--- config.mk ---
export PLATFORM = sky130hd
export DESIGN_NAME = miss_handler
export DESIGN_NICKNAME = d
export VERILOG_FILES = /design/src/rtl/miss_handler.sv
export SDC_FILE = /design/constraint.sdc
export NUM_CORES = 1
export LEC_CHECK = 0
export ABC_AREA = 1
export BUFFER_PORTS_ARGS = -buffer_cell sky130_fd_sc_hd__buf_2
export CORE_AREA = 8 8 273 275
export CTS_CLUSTER_DIAMETER = 150
export DETAILED_ROUTE_END_ITERATION = 16
export DIE_AREA = 0 0 281 283
export GPL_TIMING_DRIVEN = 0
export MAX_ROUTING_LAYER = met4
export PLACE_DENSITY_LB_ADDON = 0.2
export SLEW_MARGIN = 20
export SYNTH_ARGS = -nofsm -noshare
export SYNTH_HDL_FRONTEND = slang
export SYNTH_SLANG_ARGS = --single-unit
--- constraint.sdc ---
create_clock -name clock -period 1.95 [get_ports clock]
set_clock_uncertainty 0.05 [all_clocks]
set_input_delay 0.39 -clock clock [delete_from_list [all_inputs] [get_ports clock]]
set_output_delay 0.39 -clock clock [all_outputs]
set_load 0.005 [all_outputs]
--- src/rtl/miss_handler.sv ---
// miss_handler: per-cache miss sequencer sitting behind the replacement
// controller. Latches the victim way on a miss, reads the victim from the
// tag/data arrays, writes it back when valid and dirty, fetches the new
// line from the next memory level and writes it into the victim way.
//
// Optional build macro: MISS_HANDLER_STATS_EN
//   defined   -> saturating 32-bit miss_count / wb_count counters
//   undefined -> miss_count / wb_count tied to 0, no counter flops
//
// Ports:
//   clock, reset                 rising-edge clock, synchronous active-high reset
//   miss_valid/miss_ready        miss handshake (ready only in IDLE)
//   miss_index/miss_tag          address of the missing access
//   selected_way                 one-hot victim, sampled on the miss handshake
//   array_rd_en/index/way        victim read strobe and held array address
//   victim_*                     array read data, valid the cycle after array_rd_en
//   mem_req_*                    writeback / fill request to next level
//   mem_rsp_valid/rdata          fill data return
//   fill_we/fill_tag/fill_line   array write of the fetched line
//   access_valid/current_access  access report to the replacement controller
//   miss_done                    completion pulse
//   miss_count/wb_count          statistics (see macro above)

package miss_handler_pkg;
    function automatic int log2(input int value);
        int r;
        r = 0;
        for (int i = 0; i < 31; i++)
            if ((1 << i) < value) r = i + 1;
        return r;
    endfunction
endpackage

module miss_handler #(
    parameter int  NUMBER_OF_WAYS = 8,
    parameter int  INDEX_BITS     = 8,
    parameter int  TAG_BITS       = 20,
    parameter int  LINE_WIDTH     = 128,
    localparam int WAY_BITS       = miss_handler_pkg::log2(NUMBER_OF_WAYS)
) (
    input  logic                         clock,
    input  logic                         reset,
    input  logic                         miss_valid,
    output logic                         miss_ready,
    input  logic [INDEX_BITS-1:0]        miss_index,
    input  logic [TAG_BITS-1:0]          miss_tag,
    input  logic [NUMBER_OF_WAYS-1:0]    selected_way,
    output logic                         array_rd_en,
    output logic [INDEX_BITS-1:0]        array_index,
    output logic [WAY_BITS-1:0]          array_way,
    input  logic                         victim_valid,
    input  logic                         victim_dirty,
    input  logic [TAG_BITS-1:0]          victim_tag,
    input  logic [LINE_WIDTH-1:0]        victim_line,
    output logic                         mem_req_valid,
    input  logic                         mem_req_ready,
    output logic                         mem_req_write,
    output logic [TAG_BITS+INDEX_BITS-1:0] mem_req_addr,
    output logic [LINE_WIDTH-1:0]        mem_req_wdata,
    input  logic                         mem_rsp_valid,
    input  logic [LINE_WIDTH-1:0]        mem_rsp_rdata,
    output logic                         fill_we,
    output logic [TAG_BITS-1:0]          fill_tag,
    output logic [LINE_WIDTH-1:0]        fill_line,
    output logic                         access_valid,
    output logic [WAY_BITS-1:0]          current_access,
    output logic                         miss_done,
    output logic [31:0]                  miss_count,
    output logic [31:0]                  wb_count
);

    typedef enum logic [2:0] {
        IDLE, READ, EVAL, WB_REQ, FILL_REQ, FILL_WAIT, FILL
    } state_t;

    state_t                  state_q, state_d;
    logic [INDEX_BITS-1:0]   index_q;
    logic [TAG_BITS-1:0]     tag_q;
    logic [WAY_BITS-1:0]     way_q;
    logic [TAG_BITS-1:0]     vic_tag_q;
    logic [LINE_WIDTH-1:0]   vic_line_q;
    logic [LINE_WIDTH-1:0]   fill_line_q;
    logic [WAY_BITS-1:0]     way_enc;
    logic                    miss_accept;

    // Lowest set bit wins so a malformed multi-hot vector still picks a
    // single deterministic way; all-zero falls through to way 0.
    always_comb begin
        way_enc = '0;
        for (int i = NUMBER_OF_WAYS - 1; i >= 0; i--)
            if (selected_way[i]) way_enc = WAY_BITS'(i);
    end

    assign miss_accept = (state_q == IDLE) && miss_valid;

    always_ff @(posedge clock) begin
        if (reset) begin
            state_q     <= IDLE;
            index_q     <= '0;
            tag_q       <= '0;
            way_q       <= '0;
            vic_tag_q   <= '0;
            vic_line_q  <= '0;
            fill_line_q <= '0;
        end else begin
            state_q <= state_d;
            if (miss_accept) begin
                index_q <= miss_index;
                tag_q   <= miss_tag;
                way_q   <= way_enc;
            end
            // Array data is only guaranteed during EVAL; capture it so the
            // writeback request can be held through backpressure.
            if (state_q == EVAL) begin
                vic_tag_q  <= victim_tag;
                vic_line_q <= victim_line;
            end
            if (state_q == FILL_WAIT && mem_rsp_valid)
                fill_line_q <= mem_rsp_rdata;
        end
    end

    always_comb begin
        state_d       = state_q;
        miss_ready    = 1'b0;
        array_rd_en   = 1'b0;
        mem_req_valid = 1'b0;
        mem_req_write = 1'b0;
        mem_req_addr  = '0;
        mem_req_wdata = '0;
        fill_we       = 1'b0;
        access_valid  = 1'b0;
        miss_done     = 1'b0;
        case (state_q)
            IDLE: begin
                miss_ready = 1'b1;
                if (miss_valid) state_d = READ;
            end
            READ: begin
                array_rd_en = 1'b1;
                state_d     = EVAL;
            end
            EVAL: begin
                state_d = (victim_valid && victim_dirty) ? WB_REQ : FILL_REQ;
            end
            WB_REQ: begin
                mem_req_valid = 1'b1;
                mem_req_write = 1'b1;
                mem_req_addr  = {vic_tag_q, index_q};
                mem_req_wdata = vic_line_q;
                // Writes are posted: the handshake alone retires them.
                if (mem_req_ready) state_d = FILL_REQ;
            end
            FILL_REQ: begin
                mem_req_valid = 1'b1;
                mem_req_addr  = {tag_q, index_q};
                if (mem_req_ready) state_d = FILL_WAIT;
            end
            FILL_WAIT: begin
                if (mem_rsp_valid) state_d = FILL;
            end
            FILL: begin
                fill_we      = 1'b1;
                access_valid = 1'b1;
                miss_done    = 1'b1;
                state_d      = IDLE;
            end
            default: state_d = IDLE;
        endcase
    end

    assign array_index    = index_q;
    assign array_way      = way_q;
    assign current_access = way_q;
    assign fill_tag       = tag_q;
    assign fill_line      = fill_line_q;

`ifdef MISS_HANDLER_STATS_EN
    logic [31:0] miss_cnt_q, wb_cnt_q;

    always_ff @(posedge clock) begin
        if (reset) begin
            miss_cnt_q <= '0;
            wb_cnt_q   <= '0;
        end else begin
            if (miss_accept && miss_cnt_q != '1)
                miss_cnt_q <= miss_cnt_q + 32'd1;
            if (state_q == WB_REQ && mem_req_ready && wb_cnt_q != '1)
                wb_cnt_q <= wb_cnt_q + 32'd1;
        end
    end

    assign miss_count = miss_cnt_q;
    assign wb_count   = wb_cnt_q;
`else
    assign miss_count = '0;
    assign wb_count   = '0;
`endif

endmodule

# Word-level counts from Yosys, hierarchy flattened
# Index checks and enable logic that the tools add are counted.
totals:
  register_bits: 310
  inputBits: 319
  output_inout_bits: 389
classes:
  eq_ne: 10
  mux: 21
  reduce_logical: 6
ops:
  columns: ["op", "n"]
  rows:
  - ["$mux W128", 1]
  - ["$pmux W28 S2", 1]
  - ["$mux W3", 13]
  - ["$pmux W3 S6", 1]
  - ["$eq A3 B3 Y1 const B", 3]
  - ["$ne A2 B2 Y1 const B", 4]
  - ["$eq A3 B2 Y1 const B", 2]
  - ["$mux W1", 5]
  - ["$reduce_and A4 Y1", 1]
  - ["$eq A3 B1 Y1 const B", 1]
  - ["$logic_and A1 B1 Y1", 3]
  - ["$logic_not A3 Y1", 1]
  - ["$reduce_or A2 Y1", 1]

# Longest topological paths before layout
depth:
  word_depth: 8
  mapped_depth: 9
  ltp_nobuf: 9

# Least setup slack after synthesis
# Ideal clock, no wire load.
synth_path:
  path_type: "register -> output"
  start: "reg state_q[2]"
  end: "out mem_req_wdata[100]"
  t_arrival_ps: 1059
  setup_slack_ps: 451
  stages_incl_launch_ff: 6
  path_cell_list: "dfxtp_1 -> inv_4 -> nand3_2 -> clkbuf_1 -> buf_2 -> nor2_1"
synth_between:
  elab_chain_cells: 2
synth_rtl:
  columns: ["item", "line_no", "text"]
  rows:
  - ["start, declared", "76", "state_t state_q, state_d;"]
  - ["start signal, assigned", "106", "state_q <= state_d;"]
  - ["$eq A3 B2 Y1", "134", "case (state_q)"]
  - ["$mux W128", "134", null]
  - ["end, declared", "59", "output logic [LINE_WIDTH-1:0] mem_req_wdata,"]
# Every way passes these cells.

# Final worst setup path
layout_path:
  start: "reg state_q[0]"
  end: "out mem_req_addr[7]"
layout_between:
  elab_chain_cells: 2
layout_rtl:
  columns: ["item", "line_no", "text"]
  rows:
  - ["$eq A3 B3 Y1 or $eq A3 B2 Y1 (tied branches)", "134", null]
  - ["$pmux W28 S2 (*)", "134", null]
  - ["end, declared", "58", "output logic [TAG_BITS+INDEX_BITS-1:0] mem_req_addr,"]
# Mark *: on every way between the ends. The rest lies on a longest branch, timed or not.

==> results.yml <==
critical_path:
  worstSetupPathType: "reg -> out"
  cp-startpoint: "state_q[0]"
  arrival_ns: 1.85
  max_stage_delay_ns: 0.36
  cp-endpoint: "mem_req_addr[7]"
  critPathSlowestCell: "dfxtp_4"
  end_kind: "primary output"
  r2r-start: "state_q[0]"
  cp_max_fo: 5
  r2r_cells: 13
  r2r-end: "fill_line[67]"
  path_buf_inv: 4
  reg2reg_slack_ns: -0.10
  path_delay_family: "buffers and inverters"
  path_cells: "buf_12 > nor2_4 > nand2_4 > nand2_4 > clkinvlp_4 > buf_8 > nor2_1 > buf_2"
  worstPathRequired_ns: 1.51
  crit_cells: 8
  worst_setup_path_start_kind: "register"
  cp_common_cell: "nand2_4"
power:
  peakVddDrop_mv: 0.5382
  comb_power_share_pct: 18.3
  power.density_nw_per_um2: 881.9
  intPower_w: 0.01254
  pwr-share-clk_pct: 41.0
  sw_frac_of_total_pct: 28.24
  p_switching_w: 0.004932
  p_seq_share_pct: 40.7
  p_leak_nw: 8.686
timing:
  grt_setup_unrepaired: "yes"
  hold_viol_final: 0
  timing.fmax_mhz: 437.4
  slew_violations: 0
  period_needed_ns: 2.286
  fin_tns_setup_ns: -36.53
  tightest_slew_ns: 0.8564
  setup_viol: 196
  timing.slew.headroom_pct: 42.91
  setup_ws_ns: -0.3361
  fin_crit_sh_pct: 117.2
clocking:
  clock_latency_ns: 0.54
  htreeDepth: 2
  ctsHoldBuffers: 0
  cts_max_path_buffers: 3
  numClockSinks: 310
  cts_buffers: 39
  cts_root_buf: "clkbuf_16"
  cts_tree: "done"
  path_clk_slew_ns: 0.06
route:
  drt-pass1-iter-count: 4
  drc_errors: 0
  wl_per_cell_um: 18.27
  vias: 13780
  avgViaCountPerCell: 4.026
  postRouteAntennaNets: 0
  drtIter0Drc: 508
  wirelength_um: 62520
yosys:
  ys_types: 25
  synth.avg_cell_area_um2: 7.590
  ys_warn_count: 0
  synth_top_area_share_pct: 49.44
  ys_ff_latch: 310
  syn_inst: 1654
  synth.area.top_cells: "dfxtp_1, a21oi_1, o21ai_0"
  synth_area_leader_cell: "dfxtp_1"
  ys_seq_area_share_pct: 49.44
  synth_area_um2: 12550
die:
  die_h_um: 283
  pin_count: 708
  core-area_um2: 70510
  dieArea_um2: 79520
  fp.dieW_um: 281
  start_util_pct: 17.80
  rows: 98
placed_design:
  hpwl_um: 49590
  portBuffers: 642
  dp_cells: 3309
  gp_congestion: 0.8657
worst_hold_path:
  hold_class: "in -> reg"
finish:
  layout.cells.non_filler: 3422
  syn_to_final_growth_pct: 57.78
  fillerInstances: 7784
  final_util_pct: 28.09
  multi_input_area_um2: 5126
  drive_gt1_share_pct: 40.33
  seq_area_um2: 6217
  nets: 2753
global_route:
  grt_pass1_vias: 14340
  gr-total-overflow: 0
  grt_pass1_wl_um: 89500
  grt_use_total_pct: 14.97
  antenna_found_initial: 15
  grt_start_max_net_pins: 12
status:
  violations: "negative setup slack"
  status: "finished with violations"
run:
  maxCapViolCount: 0
worst min-delay path by stage:
stage                                  from              end  slack, ns  cells after the start
after floorplan               vic_tag_q[18]    vic_tag_q[18]       0.38                      2
after global placement      vic_line_q[103]  vic_line_q[103]       0.39                      2
after detailed placement     vic_line_q[41]   vic_line_q[41]       0.39                      2
after CTS                   selected_way[0]     array_way[0]       0.02                      4
after global routing      mem_rsp_rdata[58]    fill_line[58]       0.03                      3
final                     mem_rsp_rdata[88]    fill_line[88]       0.07                      3
power by group through the flow:
stage | clock network [W] | registers, W | logic (W)
finish | 0.00715 | 0.00711 | 0.00320
detailed placement | 0 | 0.00724 | 0.00276
CTS | 0.00746 | 0.00711 | 0.00306
global placement | 0 | 0.00723 | 0.00273
floorplan | 0 | 0.00722 | 0.00152
global route | 0.00772 | 0.00716 | 0.00354
placed cells by master (no fill, tap or decap), types with 50 or more instances in the layout:
cell type,synthesis,routed
o21ai_0,158,154
buf_2,50,656
inv_1,191,189
a21oi_1,309,299
buf_4,82,94
clkbuf_16,0,50
nand3_1,134,129
nand2_1,152,145
conb_1,1,64
clkbuf_1,58,61
nor2_1,143,91
dfxtp_1,310,307
tightest hold or removal path, cell delays in order:
cell	delay, ns
buf_2	0.11
nand3_4	0.06
a21oi_2	0.04
per-stage QoR:
step / setup WS [ns] / power, W / hold slack (ns) / cell area [um^2]
finish: -0.3361 / 0.01747 / 0.06609 / 19810
global route: -0.4448 / 0.01843 / 0.03364 / 19810
CTS: -0.3442 / 0.01763 / 0.01608 / 19170
detailed placement: -0.8423 / 0.01000 / 0.3926 / 17190
global placement: -0.7414 / 0.009960 / 0.3889 / 17190
floorplan: 0.4510 / 0.008736 / 0.3792 / 12790
cell families (layout without fill, tap and decap cells):
family                 count (synthesis)  count (layout)  synth area share (%)
other                                  1              76               0.02987
buffers and inverters                396            1139                 15.28
AO/OA/AOI/OAI                        510             510                 20.59
flip-flops                           310             310                 49.44
AND/OR/NAND/NOR                      437             437                 14.66
metal layers:
layer	share of wire (%)	routed length [um]	GRT usage, %
met1	40	24830	16.34
met2	49	30770	25.77
met3	9.1	5702	5.376
met4	1.9	1217	3.638
met5	0	0	-
synthesized netlist by cell type:
library cell and instances:
a21oi_2 1, nand3_1 134, nand2_1 152, nor3_1 1, buf_2 50, conb_1 1
nor2_1 143, inv_2 2, o22ai_1 20, clkbuf_1 58, o21ai_2 1, nor2_2 2
dfxtp_1 310, nand2_2 2, inv_4 2, buf_6 2, o21ai_0 158, o21ai_1 21
nor2_4 2, nand3_2 1, a21oi_1 309, buf_8 3, clkbuf_2 6, inv_1 191
buf_4 82
flip-flops by register name (all words and copies together), names as in the netlist:
signal	flops
array_index	8
array_way	3
fill_line	128
fill_tag	20
state_q	3
vic_line_q	128
vic_tag_q	20
timing repair:
action	in CTS	in global routing
buffers inserted	17	11
resized for setup	139	116
gates cloned	2	5
pin swaps	1	14
setup endpoints to repair	174	219
final cells by class:
class | instances | area share, %
Sequential cell | 310 | 31.39
Multi-Input combinational cell | 1011 | 25.88
Timing Repair Buffer | 676 | 18.88
Buffer | 201 | 7.612
Clock buffer | 62 | 6.083
Tap cell | 950 | 6.001
Inverter | 195 | 3.752
Clock inverter | 5 | 0.2527
Antenna cell | 12 | 0.1516
(Power assumes the default switching activity.)
